## src/rtl/ring_mem_requester.sv

```systemverilog
// Ring station that issues one cache-line read or writeback at a time: it seizes the token,
// sends an Address slot (plus WriteData slots for writes), releases the token and collects read returns.
module ring_mem_requester #(
  parameter logic [3:0] T_NULL     = 4'h0,
  parameter logic [3:0] T_TOKEN    = 4'h1,
  parameter logic [3:0] T_ADDR     = 4'h2,
  parameter logic [3:0] T_WDATA    = 4'h3,
  parameter int         LINE_WORDS = 8
) (
  input  logic        clock,
  input  logic        reset,
  input  logic [3:0]  whichCore,
  input  logic [31:0] RingIn,
  input  logic [3:0]  SlotTypeIn,
  input  logic [3:0]  SourceIn,
  output logic [31:0] RingOut,
  output logic [3:0]  SlotTypeOut,
  output logic [3:0]  SourceOut,
  input  logic [31:0] RDreturn,
  input  logic [3:0]  RDdest,
  input  logic        req_valid,
  output logic        req_ready,
  input  logic        req_write,
  input  logic        req_excl,
  input  logic [27:0] req_line,
  input  logic [31:0] wr_data,
  output logic        wr_data_rd,
  output logic [31:0] rd_data,
  output logic        rd_valid,
  output logic        done,
  output logic [7:0]  retries
);

  localparam int CW = $clog2(LINE_WORDS) + 1;
  localparam logic [CW-1:0] LAST = CW'(LINE_WORDS - 1);

  // SEND_ADDR is never entered: the Address slot goes out in the token's own slot.
  typedef enum logic [2:0] {IDLE, WAIT_TOKEN, SEND_ADDR, SEND_DATA, RELEASE, WAIT_RD} state_t;

  state_t         state_q, state_d;
  logic [CW-1:0]  cnt_q, cnt_d;
  logic [7:0]     retries_q, retries_d;
  logic           write_q, write_d;
  logic           excl_q, excl_d;
  logic [27:0]    line_q, line_d;
  logic           tok_held_q, tok_held_d;
  logic           done_q, done_d;

  logic           retry_hit;
  logic           retry_ok;
  logic           take_slot;
  logic           my_rd;
  logic [31:0]    addr_word;
  logic [7:0]     retries_inc;

  assign retry_hit   = (SlotTypeIn == T_ADDR) && (RingIn[31:30] == 2'b10) && (SourceIn == whichCore);
  assign retry_ok    = retry_hit && ((state_q == WAIT_RD) || (state_q == RELEASE && !write_q));
  // A retry seen while still holding the token re-issues at the next free slot instead of a Token.
  assign take_slot   = tok_held_q ? (SlotTypeIn == T_NULL) : (SlotTypeIn == T_TOKEN);
  assign my_rd       = (state_q == WAIT_RD) && (RDdest == whichCore);
  assign addr_word   = {2'b00, excl_q, ~write_q, line_q};
  assign retries_inc = (retries_q == 8'hFF) ? 8'hFF : retries_q + 8'd1;

  always_ff @(posedge clock) begin
    if (reset) begin
      state_q    <= IDLE;
      cnt_q      <= '0;
      retries_q  <= '0;
      write_q    <= 1'b0;
      excl_q     <= 1'b0;
      line_q     <= '0;
      tok_held_q <= 1'b0;
      done_q     <= 1'b0;
    end else begin
      state_q    <= state_d;
      cnt_q      <= cnt_d;
      retries_q  <= retries_d;
      write_q    <= write_d;
      excl_q     <= excl_d;
      line_q     <= line_d;
      tok_held_q <= tok_held_d;
      done_q     <= done_d;
    end
  end

  always_comb begin
    state_d    = state_q;
    cnt_d      = cnt_q;
    retries_d  = retries_q;
    write_d    = write_q;
    excl_d     = excl_q;
    line_d     = line_q;
    tok_held_d = tok_held_q;
    done_d     = 1'b0;
    case (state_q)
      IDLE: begin
        if (req_valid) begin
          write_d    = req_write;
          excl_d     = req_excl;
          line_d     = req_line;
          retries_d  = '0;
          cnt_d      = '0;
          tok_held_d = 1'b0;
          state_d    = WAIT_TOKEN;
        end
      end
      WAIT_TOKEN: begin
        if (take_slot) begin
          tok_held_d = 1'b1;
          cnt_d      = '0;
          state_d    = write_q ? SEND_DATA : RELEASE;
        end
      end
      SEND_DATA: begin
        if (SlotTypeIn == T_NULL) begin
          if (cnt_q == LAST) begin
            cnt_d   = '0;
            state_d = RELEASE;
          end else begin
            cnt_d = cnt_q + CW'(1);
          end
        end
      end
      RELEASE: begin
        if (SlotTypeIn == T_NULL) begin
          tok_held_d = 1'b0;
          if (write_q) begin
            done_d  = 1'b1;
            state_d = IDLE;
          end else begin
            state_d = WAIT_RD;
          end
        end else if (retry_ok) begin
          retries_d = retries_inc;
          cnt_d     = '0;
          state_d   = WAIT_TOKEN;
        end
      end
      WAIT_RD: begin
        if (retry_ok) begin
          retries_d = retries_inc;
          cnt_d     = '0;
          state_d   = WAIT_TOKEN;
        end else if (my_rd) begin
          if (cnt_q == LAST) begin
            cnt_d   = '0;
            done_d  = 1'b1;
            state_d = IDLE;
          end else begin
            cnt_d = cnt_q + CW'(1);
          end
        end
      end
      default: state_d = IDLE;
    endcase
  end

  always_comb begin
    RingOut     = RingIn;
    SlotTypeOut = SlotTypeIn;
    SourceOut   = SourceIn;
    wr_data_rd  = 1'b0;
    case (state_q)
      WAIT_TOKEN: begin
        if (take_slot) begin
          RingOut     = addr_word;
          SlotTypeOut = T_ADDR;
          SourceOut   = whichCore;
        end
      end
      SEND_DATA: begin
        if (SlotTypeIn == T_NULL) begin
          RingOut     = wr_data;
          SlotTypeOut = T_WDATA;
          SourceOut   = whichCore;
          wr_data_rd  = 1'b1;
        end
      end
      RELEASE: begin
        if (SlotTypeIn == T_NULL) begin
          RingOut     = '0;
          SlotTypeOut = T_TOKEN;
          SourceOut   = '0;
        end else if (retry_ok) begin
          RingOut     = '0;
          SlotTypeOut = T_NULL;
          SourceOut   = '0;
        end
      end
      WAIT_RD: begin
        if (retry_ok) begin
          RingOut     = '0;
          SlotTypeOut = T_NULL;
          SourceOut   = '0;
        end
      end
      default: ;
    endcase
    if (reset) begin
      RingOut     = '0;
      SlotTypeOut = T_NULL;
      SourceOut   = '0;
      wr_data_rd  = 1'b0;
    end
  end

  assign req_ready = (state_q == IDLE);
  assign rd_valid  = my_rd && !reset;
  assign rd_data   = RDreturn;
  assign done      = done_q;
  assign retries   = retries_q;

`ifndef SYNTHESIS
  always @(posedge clock) begin
    if (!reset) begin
      if (retry_ok && state_q == WAIT_RD && cnt_q != '0)
        $display("ring_mem_requester core %0d: protocol warning, retry after %0d data words", whichCore, cnt_q);
      if (RDdest == whichCore && state_q != WAIT_RD)
        $display("ring_mem_requester core %0d: warning, unexpected read return %08h ignored", whichCore, RDreturn);
    end
  end
`endif

endmodule

```

## config.mk

```make
export PLATFORM = sky130hd
export DESIGN_NAME = ring_mem_requester
export DESIGN_NICKNAME = d
export VERILOG_FILES = /design/src/rtl/ring_mem_requester.sv
export SDC_FILE = /design/constraint.sdc
export NUM_CORES = 1
export LEC_CHECK = 0
export CORE_ASPECT_RATIO = 0.5
export CORE_UTILIZATION = 41
export CTS_BUF_LIST = sky130_fd_sc_hd__clkbuf_4
export DETAILED_ROUTE_END_ITERATION = 8
export GPL_TIMING_DRIVEN = 0
export PLACE_DENSITY = 0.95
export SYNTH_ARGS = -nofsm -noshare
export SYNTH_HDL_FRONTEND = slang
export SYNTH_SLANG_ARGS = --single-unit
```

## constraint.sdc

```tcl
create_clock -name clock -period 5.95 [get_ports clock]
set_input_delay 1.19 -clock clock [delete_from_list [all_inputs] [get_ports clock]]
set_output_delay 1.19 -clock clock [all_outputs]
set_load 0.005 [all_outputs]
```

; ---- Yosys cells after proc, flatten, opt, wreduce, memory -nomap -nowiden
; Cells that the tools add are included.
[op_classes]
n_mux = 58
n_bitwise = 1
eq_ne = 21
reduce_logical = 19
n_addsub = 2
[ops]
columns = cell, n
row1 = $mux W32, 5
row2 = $pmux W32 S4, 1
row3 = $mux W4, 18
row4 = $mux W3, 11
row5 = $mux W8, 4
row6 = $pmux W4 S4, 2
row7 = $pmux W8 S3, 1
row8 = $pmux W4 S5, 1
row9 = $pmux W3 S5, 1
row10 = $reduce_and A7 Y1, 2
row11 = $mux W1, 12
row12 = $ne A2 B2 Y1 const B, 6
row13 = $add A8 B1 Y8 const B, 1
row14 = $eq A4 B4 Y1, 2
row15 = $eq A8 B8 Y1 const B, 1
row16 = $eq A3 B3 Y1 const B, 2
row17 = $logic_and A1 B1 Y1, 6
row18 = $ne A3 B2 Y1 const B, 2
row19 = $reduce_bool A3 Y1, 2
row20 = $reduce_bool A5 Y1, 1
row21 = $add A4 B1 Y4 const B, 1
row22 = $eq A4 B1 Y1 const B, 1
row23 = $eq A4 B2 Y1 const B, 1
row24 = $eq A4 B3 Y1 const B, 1
row25 = other kinds (15), 16
[word_totals]
regBits = 47
output_inout_bits = 84

; ---- Longest topological paths before layout
; Gate-level depths: netlist of run 1.
[logic_depth]
depth_word = 8
depth_mapped = 9
ltp_nobuf = 7

; ---- Worst setup path after synthesis of run 1
; OpenSTA, ideal clock, no wires.
[synth_timing]
path_type = input-to-output
start = input port SlotTypeIn[0]
end = output port RingOut[0]
path_buffers = 3
setup_slack_ps = 2094
t_arrival_ps = 2666
cell_stages = 9
path_cell_list = buf_6 > and4bb_1 > and4_1 > buf_6 > nand2_8 > o22ai_4 > a211oi_4 > buf_6 > o2bb2ai_2
[synth_between]
elab_chain_cells = 8
[synth_lines]
columns = item, line
row1 = "start, declared", 14  ; input logic [3:0] SlotTypeIn,
row2 = $eq A4 B2 Y1, 56  ; assign retry_hit = (SlotTypeIn == T_ADDR) && (RingIn[31:30] == 2'b10) && (SourceIn == whichCore);
row3 = $logic_and A1 B1 Y1 (2 in a row), 56
row4 = $logic_and A1 B1 Y1, 57  ; assign retry_ok = retry_hit && ((state_q == WAIT_RD) || (state_q == RELEASE && !write_q));
row5 = $mux W32, "184, 191"
row6 = $mux W32, 180  ; if (SlotTypeIn == T_NULL) begin
row7 = $pmux W32 S4 (*), 163  ; case (state_q)
row8 = $mux W32 (*), 199  ; if (reset) begin
row9 = "end, declared", 16  ; output logic [31:0] RingOut,
; Mark *: on every way between the ends. The rest lies on a longest branch, timed or not.

; ---- Worst setup path after layout of run 1
[layout_timing]
start = input port SlotTypeIn[1]
end = output port RingOut[13]
; Same word-level chain as after synthesis.

==> results.yml, run 1 <==
outcome:
  status: "complete, no violations"
global_routing:
  via_count_of_the_first_global_routing_pass: 3869
  first_pass_grt_wire_length_um: 19200
  groute.layer.met2.usage_pct: 50.1
  grt_overflow_total: 0
  met3_use_gr_pct: 4.65
  groute.usage.overall_pct: 27.2
  grt_antenna_before_repair: 0
  grt_max_degree: 16
  grt_busiest_layer: "met2"
  grtUsageMet1_pct: 32.2
pwr:
  share_clk_of_total_power_pct: 21.7
  combPwrFrac_pct: 41.1
  design_power_total_mw: 0.965
  power_report.internal_total_mw: 0.637
  static_leakage_power_nw: 1.98
  part_of_the_power_in_registers_pct: 37.2
  power_density_mw_per_mm2: 170
  peak_supply_drop_mv: 0.0999
  netSwitchingFraction_pct: 34.0
  netSwitchingPower_mw: 0.329
layout:
  drive_above_1_share_pct: 14.5
  syn2layout_area_growth_pct: 61.8
  final_net_count: 774
  insertedDiodeCount: 0
synthesis:
  ys_async_sr_fraction_pct: 0
  synthesis.nets: 572
  synth_cell_type_count: 61
  synth_top_family_by_area: "compound AO/OA/AOI/OAI gates"
  synthesis.area_mm2: 0.00352
  synth_top_area_share_pct: 26.8
  synth_adder_area_share_pct: 0.712
  synth_flop_cell: "dfxtp_1"
  post-synth-top-count-cell: "nand2_1"
  number_of_synthesized_flops_with_an_enable_pin: 0
  largest_area_contributor_in_the_synthesized_netlist: "dfxtp_1"
  syn_avg_cell_area_um2: 8.27
  seq_area_frac_synth_pct: 26.8
  yosys-top-cells-count: "73 x nand2_1, 47 x dfxtp_1, 38 x a21oi_1"
  synth_warnings: 0
  simple_gate_area_share_of_the_yosys_netlist_pct: 20.2
  synth_compound_gate_area_share_pct: 36.7
  synthTopCellsByArea: "dfxtp_1 27%, o2bb2ai_2 13%, nand2_1 7.8%, a22oi_1 7.3%, buf_4 6.8%"
  postSynthCellCount: 425
  synthXorXnorAreaFrac_pct: 2.49
  synth.area.mux_share_pct: 1.32
  synth.ff_latch_count: 47
floorplanning:
  height_of_the_die_um: 67.5
  placeableCoreArea_mm2: 0.00814
  site_rows: 23
  initial_core_util_pct: 43.2
  top_level_ports: 229
  dieArea_mm2: 0.00897
  die_width_um: 133
clock_tree:
  numClockSinks: 47
  clk_latency_ns: 0.40
  numCtsBuffers: 5
  post_cts_resized: 0
  tritoncts: "built"
  number_of_post_cts_setup_repair_buffers: 0
  post_cts_hold_buffer_count: 0
  h-tree-depth: 2
  clockRootBuffer: "clkbuf_4"
  worst_case_clock_buffer_depth: 2
  clk_transition_reported_paths_ns: 0.15
sta:
  finalCriticalPeriod_ns: 5.18
  fin_worst_skew_ns: 0.00931
  worst-slew-pin-transition_ns: 0.771
  setup_slack_ns: 0.769
  final_max_slew_viol_count: 0
  finalSetupViolations: 0
  grt_setup_unrepaired: "no"
  finalSetupTns_ns: 0
  maxClockFrequency_mhz: 193
  finalHoldViolations: 0
  timing.final.crit_share_pct: 87.1
  relSlewSlack_pct: 48.6
worst_setup_path:
  worstPathCellList: "clkdlybuf4s50_1 -> nor3_1 -> nand2b_1 -> nor2_1 -> clkbuf_1 -> a22oi_1 -> o2bb2ai_2 -> clkdlybuf4s50_1"
  max_stage_delay_ns: 0.54
  worst-r2r-cell-count: 7
  regToRegSetupSlack_ns: 3.49
  critical_path.reg2reg.endpoint: "state_q[0]"
  critical_path.endpoint_type: "output port"
  crit_family: "buffers and inverters"
  worst-endpoint-arrival_ns: 3.99
  critical_path_source_type: "input pin"
  critical_path.most_common_cell: "clkdlybuf4s50_1"
  critPathKind: "input pin to output port"
  worstPathMaxFanout: 10
  slowest_stage_cell_on_the_critical_path: "clkdlybuf4s50_1"
  crit_buf_inv: 3
  rr_startpoint: "state_q[1]"
  critical_path_required_ns: 4.76
drt:
  detailroute.via_count: 4167
  wire_per_inst_um: 17.0
  routed_wirelength_um: 12600
  remaining_drc_errors: 0
  ant_nets: 0
  firstDrtPassIters: 5
  drt-initial-drc-count: 401
  avgViaCountPerCell: 5.63
hold_path:
  hold_path.class: "register to register"
  hold_critical_path_endpoint: "line_q[8]"
  hold_wc_startpoint: "line_q[8]"
  worstHoldPathCells: 2
placement:
  gp_congestion: 0.897
  portBuffers: 195
  hpwlAfterDp_um: 9810
  dp_slack_ns: 0.812
run:
  drv_cap: 0
-- layout make-up --
class                      count  area [µm²]
clock buffer                   5        37.5
buffer                        63         395
fill                         654        2460
inverter                       6        22.5
timing repair buffer         195        1950
tap                          112         140
sequential                    47         941
clock inverter                 3        42.5
multi-input combinational    309        2160
-- per-layer routing --
layer | vias up | part of all wire, %
met4 | 0 | 3.4
met3 | 41 | 6.4
li1 | 1918 | -
met1 | 1994 | 39
met5 | - | 0
met2 | 214 | 51
-- power by group through the flow --
stage / logic (mW) / clock network [mW] / registers (mW)
floorplan: 0.204 / 0 / 0.360
global placement: 0.378 / 0 / 0.364
detailed placement: 0.389 / 0 / 0.365
CTS: 0.392 / 0.211 / 0.358
global route: 0.425 / 0.224 / 0.362
finish: 0.397 / 0.209 / 0.359
-- cells in the final DEF (no fill, tap or decap), types with 3 or more instances in the layout --
cell | netlist | layout
a211oi_1 | 6 | 6
a21o_1 | 3 | 3
a21oi_1 | 38 | 38
a22o_1 | 6 | 6
a22oi_1 | 34 | 34
a31oi_1 | 5 | 5
and3_1 | 4 | 4
buf_4 | 32 | 32
buf_6 | 5 | 5
clkbuf_1 | 24 | 24
clkbuf_4 | 0 | 5
clkdlybuf4s50_1 | 0 | 195
dfxtp_1 | 47 | 47
inv_1 | 6 | 6
nand2_1 | 73 | 73
nand3_1 | 7 | 7
nor2_1 | 26 | 26
nor2b_1 | 7 | 7
nor3_1 | 6 | 6
o21ai_0 | 7 | 7
o2bb2ai_2 | 30 | 30
xnor2_1 | 3 | 3
xor2_1 | 7 | 7
-- registers in the layout (all words and copies together), names as in the netlist --
register,count
cnt_q,4
tok_held_q,1
excl_q,1
line_q,28
done,1
state_q,3
retries,8
write_q,1
-- worst max path at each step --
stage,startpoint,endpoint,slack (ns),depth (start not counted)
final,SlotTypeIn[1],RingOut[13],0.77,8
after global routing,SlotTypeIn[1],RingOut[10],0.58,8
after CTS,SlotTypeIn[1],RingOut[9],0.82,8
after detailed placement,SlotTypeIn[1],RingOut[13],0.81,8
after global placement,SlotTypeIn[1],RingOut[11],0.86,8
after floorplan,SlotTypeIn[0],RingOut[0],2.09,9
-- kinds of logic (layout without fill, tap and decap cells) --
| group | Yosys count | in the layout |
|---|---|---|
| AO/OA/AOI/OAI | 149 | 149 |
| XOR/XNOR | 10 | 10 |
| adder cells (fa/ha/maj) | 2 | 2 |
| buffers and inverters | 69 | 272 |
| flip-flops | 47 | 47 |
| multiplexers | 4 | 4 |
| AND/OR/NAND/NOR | 144 | 144 |
-- worst register-to-register path: stages, from the launching register on --
cell and delay, ns:
dfxtp_1 0.35, clkbuf_1 0.23, nor2b_1 0.58, o211ai_1 0.20, a31oi_1 0.43, nor2_1 0.19
a32oi_1 0.30, nor2_1 0.06
-- stage by stage --
step,area (µm²),instances,util [%],hold WS (ns)
after floorplan,3520,425,-,0.436
after global placement,5610,732,68.9,0.443
after detailed placement,5610,732,68.9,0.450
after CTS,5690,740,69.8,0.472
after global routing,5690,740,69.8,0.485
final,5690,740,69.8,0.473
Note: power is estimated with default switching activity, not from simulation.
==> run 2, diff against run 1 <==
--- a/config.mk
+++ b/config.mk
@@ -6,11 +6,11 @@
 export NUM_CORES = 1
 export LEC_CHECK = 0
 export CORE_ASPECT_RATIO = 0.5
-export CORE_UTILIZATION = 41
+export CORE_UTILIZATION = 38
 export CTS_BUF_LIST = sky130_fd_sc_hd__clkbuf_4
 export DETAILED_ROUTE_END_ITERATION = 8
 export GPL_TIMING_DRIVEN = 0
-export PLACE_DENSITY = 0.95
+export PLACE_DENSITY = 0.91
 export SYNTH_ARGS = -nofsm -noshare
 export SYNTH_HDL_FRONTEND = slang
 export SYNTH_SLANG_ARGS = --single-unit
==> constraint.sdc (replaced) <==
create_clock -name clock -period 5.7 [get_ports clock]
set_input_delay 1.14 -clock clock [delete_from_list [all_inputs] [get_ports clock]]
set_output_delay 1.14 -clock clock [all_outputs]
set_load 0.005 [all_outputs]
==> run 2 against run 1 <==
  * Die area up 7.7%
  * Sequential share of layout area is 0.090 points lower
  * Non-clock buffer count is the same
  * Total power rose by 7.8%
  * First-iteration DRC count shrank 3.0%
  * Hold slack worse by 0.0071 ns
  * Via count shrank 3.3%
  * Setup slack got worse by 0.15 ns
  * Critical path depth is the same
  * Register-to-register slack worse by 0.10 ns
  * Sequential cell count unchanged
  * Cell count is 0.68% higher
  * Critical endpoint unchanged
  * Largest cell class unchanged
==> results.yml, run 2 (synthesis gave the netlist of run 1 again) <==
clock_tree:
  tritoncts: "built"
  post_cts_hold_buffer_count: 0
  numClockSinks: 47
  clk_transition_reported_paths_ns: 0.15
  number_of_post_cts_setup_repair_buffers: 0
  numCtsBuffers: 5
  clk_latency_ns: 0.38
  h-tree-depth: 2
  post_cts_resized: 0
  clockRootBuffer: "clkbuf_4"
  worst_case_clock_buffer_depth: 2
pwr:
  static_leakage_power_nw: 1.99
  share_clk_of_total_power_pct: 24.9
  netSwitchingPower_mw: 0.327
  peak_supply_drop_mv: 0.156
  netSwitchingFraction_pct: 31.5
  power_report.internal_total_mw: 0.713
  power_density_mw_per_mm2: 182
  part_of_the_power_in_registers_pct: 36.0
  combPwrFrac_pct: 39.2
worst_setup_path:
  critPathKind: "input pin to output port"
  critical_path.endpoint_type: "output port"
  critical_path_required_ns: 4.56
  critical_path_source_type: "input pin"
  worstPathMaxFanout: 10
  worst-endpoint-arrival_ns: 3.94
drt:
  drt-initial-drc-count: 389
  avgViaCountPerCell: 5.41
  ant_nets: 0
  routed_wirelength_um: 12100
  detailroute.via_count: 4029
  firstDrtPassIters: 5
  remaining_drc_errors: 0
  wire_per_inst_um: 16.3
sta:
  hold-worst-slack_ns: 0.466
  setup_slack_ns: 0.622
  worst-slew-pin-transition_ns: 0.785
  relSlewSlack_pct: 47.7
  finalSetupViolations: 0
  fin_worst_skew_ns: 0.0173
  finalHoldViolations: 0
  finalSetupTns_ns: 0
  timing.final.crit_share_pct: 89.1
  finalCriticalPeriod_ns: 5.08
  final_max_slew_viol_count: 0
  grt_setup_unrepaired: "no"
  maxClockFrequency_mhz: 197
layout:
  final_net_count: 774
  largest_register_ffs: 28
  syn2layout_area_growth_pct: 62.7
  postLayoutCoreUtil_pct: 64.8
  layout_commonest_cell: "clkdlybuf4s50_1"
  registers.top_by_ff_count: "line_q"
  drive_above_1_share_pct: 14.6
  filler_cell_count: 734
  commonest_cells_after_routing_fill_and_taps_aside: "195 x clkdlybuf4s50_1, 73 x nand2_1, 47 x dfxtp_1, 38 x a21oi_1, 34 x a22oi_1"
  insertedDiodeCount: 0
  layoutNonFillerInstCount: 745
hold_path:
  hold_path.class: "register to register"
floorplanning:
  dieArea_mm2: 0.00966
  height_of_the_die_um: 70.0
  top_level_ports: 229
  placeableCoreArea_mm2: 0.00883
  initial_core_util_pct: 39.8
  die_width_um: 138
  site_rows: 24
global_routing:
  first_pass_grt_wire_length_um: 19000
  via_count_of_the_first_global_routing_pass: 3895
  grt_antenna_before_repair: 0
  grt_max_degree: 15
  grt_overflow_total: 0
  groute.usage.overall_pct: 24.3
placement:
  hpwlAfterDp_um: 9610
  portBuffers: 195
  gp_congestion: 0.898
  dp_slack_ns: 0.651
  numPlacedInstances: 737
outcome:
  status: "complete, no violations"
run:
  drv_cap: 0
[run 2: cell count changes in the layout (fill, tap and decap cells not counted), sizes merged]
cell / change
clkinv: -1
clkbuf: +1
bufinv: +1
inv: -1
[run 2: power groups by stage]
stage	logic (mW)	clock network (mW)	registers, mW
after global placement	0.392	0	0.381
after global routing	0.438	0.277	0.378
final	0.407	0.259	0.374
after floorplan	0.213	0	0.376
after CTS	0.404	0.260	0.374
after detailed placement	0.402	0	0.381
[run 2: layout make-up]
class / instances / area, µm² / area share, %
Tap cell: 117 / 146 / 2.56
Clock inverter: 2 / 60.1 / 1.05
Multi-Input combinational cell: 309 / 2160 / 37.7
Inverter: 6 / 22.5 / 0.394
Sequential cell: 47 / 941 / 16.5
Clock buffer: 6 / 45.0 / 0.788
Timing Repair Buffer: 195 / 1950 / 34.1
Buffer: 63 / 395 / 6.91
[run 2: worst paths after layout]
path                                    start     endpoint  slack [ns]  cells after the start
worst max-delay path            SlotTypeIn[1]  RingOut[13]        0.62                      8
worst min-delay path               line_q[12]   line_q[12]        0.47                      2
worst max register to register     state_q[1]   state_q[0]        3.39                      7
worst min register to register     line_q[12]   line_q[12]        0.47                      2
[run 2: per-layer routing]
metal	global-route usage, %	share of wire [%]	vias to the layer above
met1	28.7	39	1864
met3	4.73	6.9	35
met2	43.2	51	202
met5	0	0	-
li1	-	-	1928
met4	10.6	3.1	0
[run 2: worst max-delay path, stage by stage]
cell,delay (ns)
clkdlybuf4s50_1,0.47
nor3_1,0.48
nand2b_1,0.21
nor2_1,0.23
clkbuf_1,0.47
a22oi_1,0.19
o2bb2ai_2,0.17
clkdlybuf4s50_1,0.55
[run 2: stage by stage]
stage / cell area (µm²) / total power [mW]
floorplan: 3520 / 0.588
global placement: 5610 / 0.773
detailed placement: 5610 / 0.783
CTS: 5720 / 1.04
global route: 5720 / 1.09
finish: 5720 / 1.04
==> run 3, diff against run 2 <==
--- a/config.mk
+++ b/config.mk
@@ -10,7 +10,8 @@
 export CTS_BUF_LIST = sky130_fd_sc_hd__clkbuf_4
 export DETAILED_ROUTE_END_ITERATION = 8
 export GPL_TIMING_DRIVEN = 0
-export PLACE_DENSITY = 0.91
+export PLACE_DENSITY = 0.84
 export SYNTH_ARGS = -nofsm -noshare
 export SYNTH_HDL_FRONTEND = slang
 export SYNTH_SLANG_ARGS = --single-unit
+export TNS_END_PERCENT = 20
==> run 3 against run 2 <==
  * Sequential share of layout area rose by 0.14 points
  * Sequential cell count did not move
  * Utilization fell by 0.55 points
  * Clock skew fell by 0.013 ns
  * Global-route usage fell by 0.94 points
  * Setup slack improved by 0.039 ns
  * Fmax rose by 0.77%
  * Hold slack improved by 0.0017 ns
  * Critical path type unchanged
  * Clock power fell by 35%
  * Highest routed layer unchanged
==> results.yml, run 3 (synthesis gave the netlist of run 1 again) <==
sta:
  relSlewSlack_pct: 45.5
  finalCriticalPeriod_ns: 5.04
  worst-slew-pin-transition_ns: 0.817
  finalHoldViolations: 0
  finalSetupTns_ns: 0
  hold-worst-slack_ns: 0.467
  grt_setup_unrepaired: "no"
  fin_worst_skew_ns: 0.00428
  timing.final.crit_share_pct: 88.4
  final_max_slew_viol_count: 0
  maxClockFrequency_mhz: 198
  finalSetupViolations: 0
clock_tree:
  h-tree-depth: 2
  post_cts_hold_buffer_count: 0
  post_cts_resized: 0
  clk_latency_ns: 0.39
  clk_transition_reported_paths_ns: 0.14
  number_of_post_cts_setup_repair_buffers: 0
  numClockSinks: 47
  worst_case_clock_buffer_depth: 2
  numCtsBuffers: 5
  tritoncts: "built"
  clockRootBuffer: "clkbuf_4"
pwr:
  power_density_mw_per_mm2: 167
  peak_supply_drop_mv: 0.107
  power_report.internal_total_mw: 0.620
  netSwitchingPower_mw: 0.327
  static_leakage_power_nw: 1.97
  part_of_the_power_in_registers_pct: 39.5
  netSwitchingFraction_pct: 34.5
  combPwrFrac_pct: 42.8
  share_clk_of_total_power_pct: 17.7
global_routing:
  via_count_of_the_first_global_routing_pass: 3849
  first_pass_grt_wire_length_um: 18400
  grt_antenna_before_repair: 0
  grt_max_degree: 16
  grt_overflow_total: 0
  groute.usage.overall_pct: 23.4
layout:
  layout_commonest_cell: "clkdlybuf4s50_1"
  commonest_cells_after_routing_fill_and_taps_aside: "195 x clkdlybuf4s50_1, 73 x nand2_1, 47 x dfxtp_1, 38 x a21oi_1, 34 x a22oi_1"
  layoutNonFillerInstCount: 745
  insertedDiodeCount: 0
  largest_register_ffs: 28
  syn2layout_area_growth_pct: 61.3
  drive_above_1_share_pct: 14.6
  registers.top_by_ff_count: "line_q"
  final_net_count: 774
worst_setup_path:
  critPathKind: "input pin to output port"
  crit_buf_inv: 3
  max_stage_delay_ns: 0.53
  worstPathCellList: "clkdlybuf4s50_1 -> nor3_1 -> nand2b_1 -> nor2_1 -> clkbuf_1 -> a22oi_1 -> o2bb2ai_2 -> clkdlybuf4s50_1"
  critical_path.endpoint_type: "output port"
  crit_family: "buffers and inverters"
  worstPathMaxFanout: 10
  worst-endpoint-arrival_ns: 3.90
  critical_path_source_type: "input pin"
  critical_path.most_common_cell: "clkdlybuf4s50_1"
  critical_path_required_ns: 4.56
  slowest_stage_cell_on_the_critical_path: "clkdlybuf4s50_1"
placement:
  portBuffers: 195
  gp_congestion: 0.940
  numPlacedInstances: 737
  hpwlAfterDp_um: 9240
floorplanning:
  top_level_ports: 229
  height_of_the_die_um: 70.0
  initial_core_util_pct: 39.8
  die_width_um: 138
  site_rows: 24
  placeableCoreArea_mm2: 0.00883
  dieArea_mm2: 0.00966
drt:
  firstDrtPassIters: 5
  detailroute.via_count: 3995
  routed_wirelength_um: 11700
  ant_nets: 0
  wire_per_inst_um: 15.7
  avgViaCountPerCell: 5.36
  drt-initial-drc-count: 297
  remaining_drc_errors: 0
run:
  drv_cap: 0
outcome:
  status: "complete, no violations"
hold_path:
  hold_path.class: "register to register"
==> run 3: cell type report <==
cell class	count	area, µm²
Clock inverter	3	18.8
Sequential cell	47	941
Fill cell	772	3160
Inverter	6	22.5
Multi-Input combinational cell	309	2160
Timing Repair Buffer	195	1950
Clock buffer	5	37.5
Buffer	63	395
Tap cell	117	146
==> run 3: per-layer routing <==
layer,up-vias,track usage [%],share of wire (%)
li1,1924,-,-
met1,1878,27.7,40
met2,170,43.4,52
met3,23,3.70,5.9
met4,0,6.96,1.9
met5,-,0,0
==> run 3: power groups by stage <==
stage / sequential (mW) / combinational [mW] / clock [mW]
2_1_floorplan: 0.376 / 0.213 / 0
3_3_place_gp: 0.381 / 0.394 / 0
5_1_grt: 0.377 / 0.440 / 0.186
6_report: 0.374 / 0.405 / 0.168
4_1_cts: 0.374 / 0.403 / 0.173
3_5_place_dp: 0.381 / 0.401 / 0
==> run 3: worst reg2reg max path: cells and delay by family (launching register included) <==
kind                   cells  cell delay, ns
AO/OA/AOI/OAI              3            0.79
AND/OR/NAND/NOR            3            0.74
flip-flops                 1            0.35
buffers and inverters      1            0.21
==> run 3: worst paths after layout <==
path / slack [ns] / depth (start not counted) / start / to
min: 0.47 / 2 / line_q[27] / line_q[27]
max: 0.66 / 8 / SlotTypeIn[1] / RingOut[1]
max reg2reg: 3.48 / 7 / state_q[1] / state_q[0]
min reg2reg: 0.47 / 2 / line_q[27] / line_q[27]
==> run 3: metrics by stage <==
| step | power (mW) | worst slack [ns] | cell area (µm²) | util (%) |
|---|---|---|---|---|
| 3_5_place_dp | 0.782 | 0.642 | 5610 | 63.6 |
| 2_1_floorplan | 0.588 | 1.94 | 3520 | - |
| 4_1_cts | 0.950 | 0.645 | 5670 | 64.2 |
| 5_1_grt | 1.00 | 0.422 | 5670 | 64.2 |
| 6_report | 0.947 | 0.661 | 5670 | 64.2 |
| 3_3_place_gp | 0.775 | 0.664 | 5610 | 63.6 |
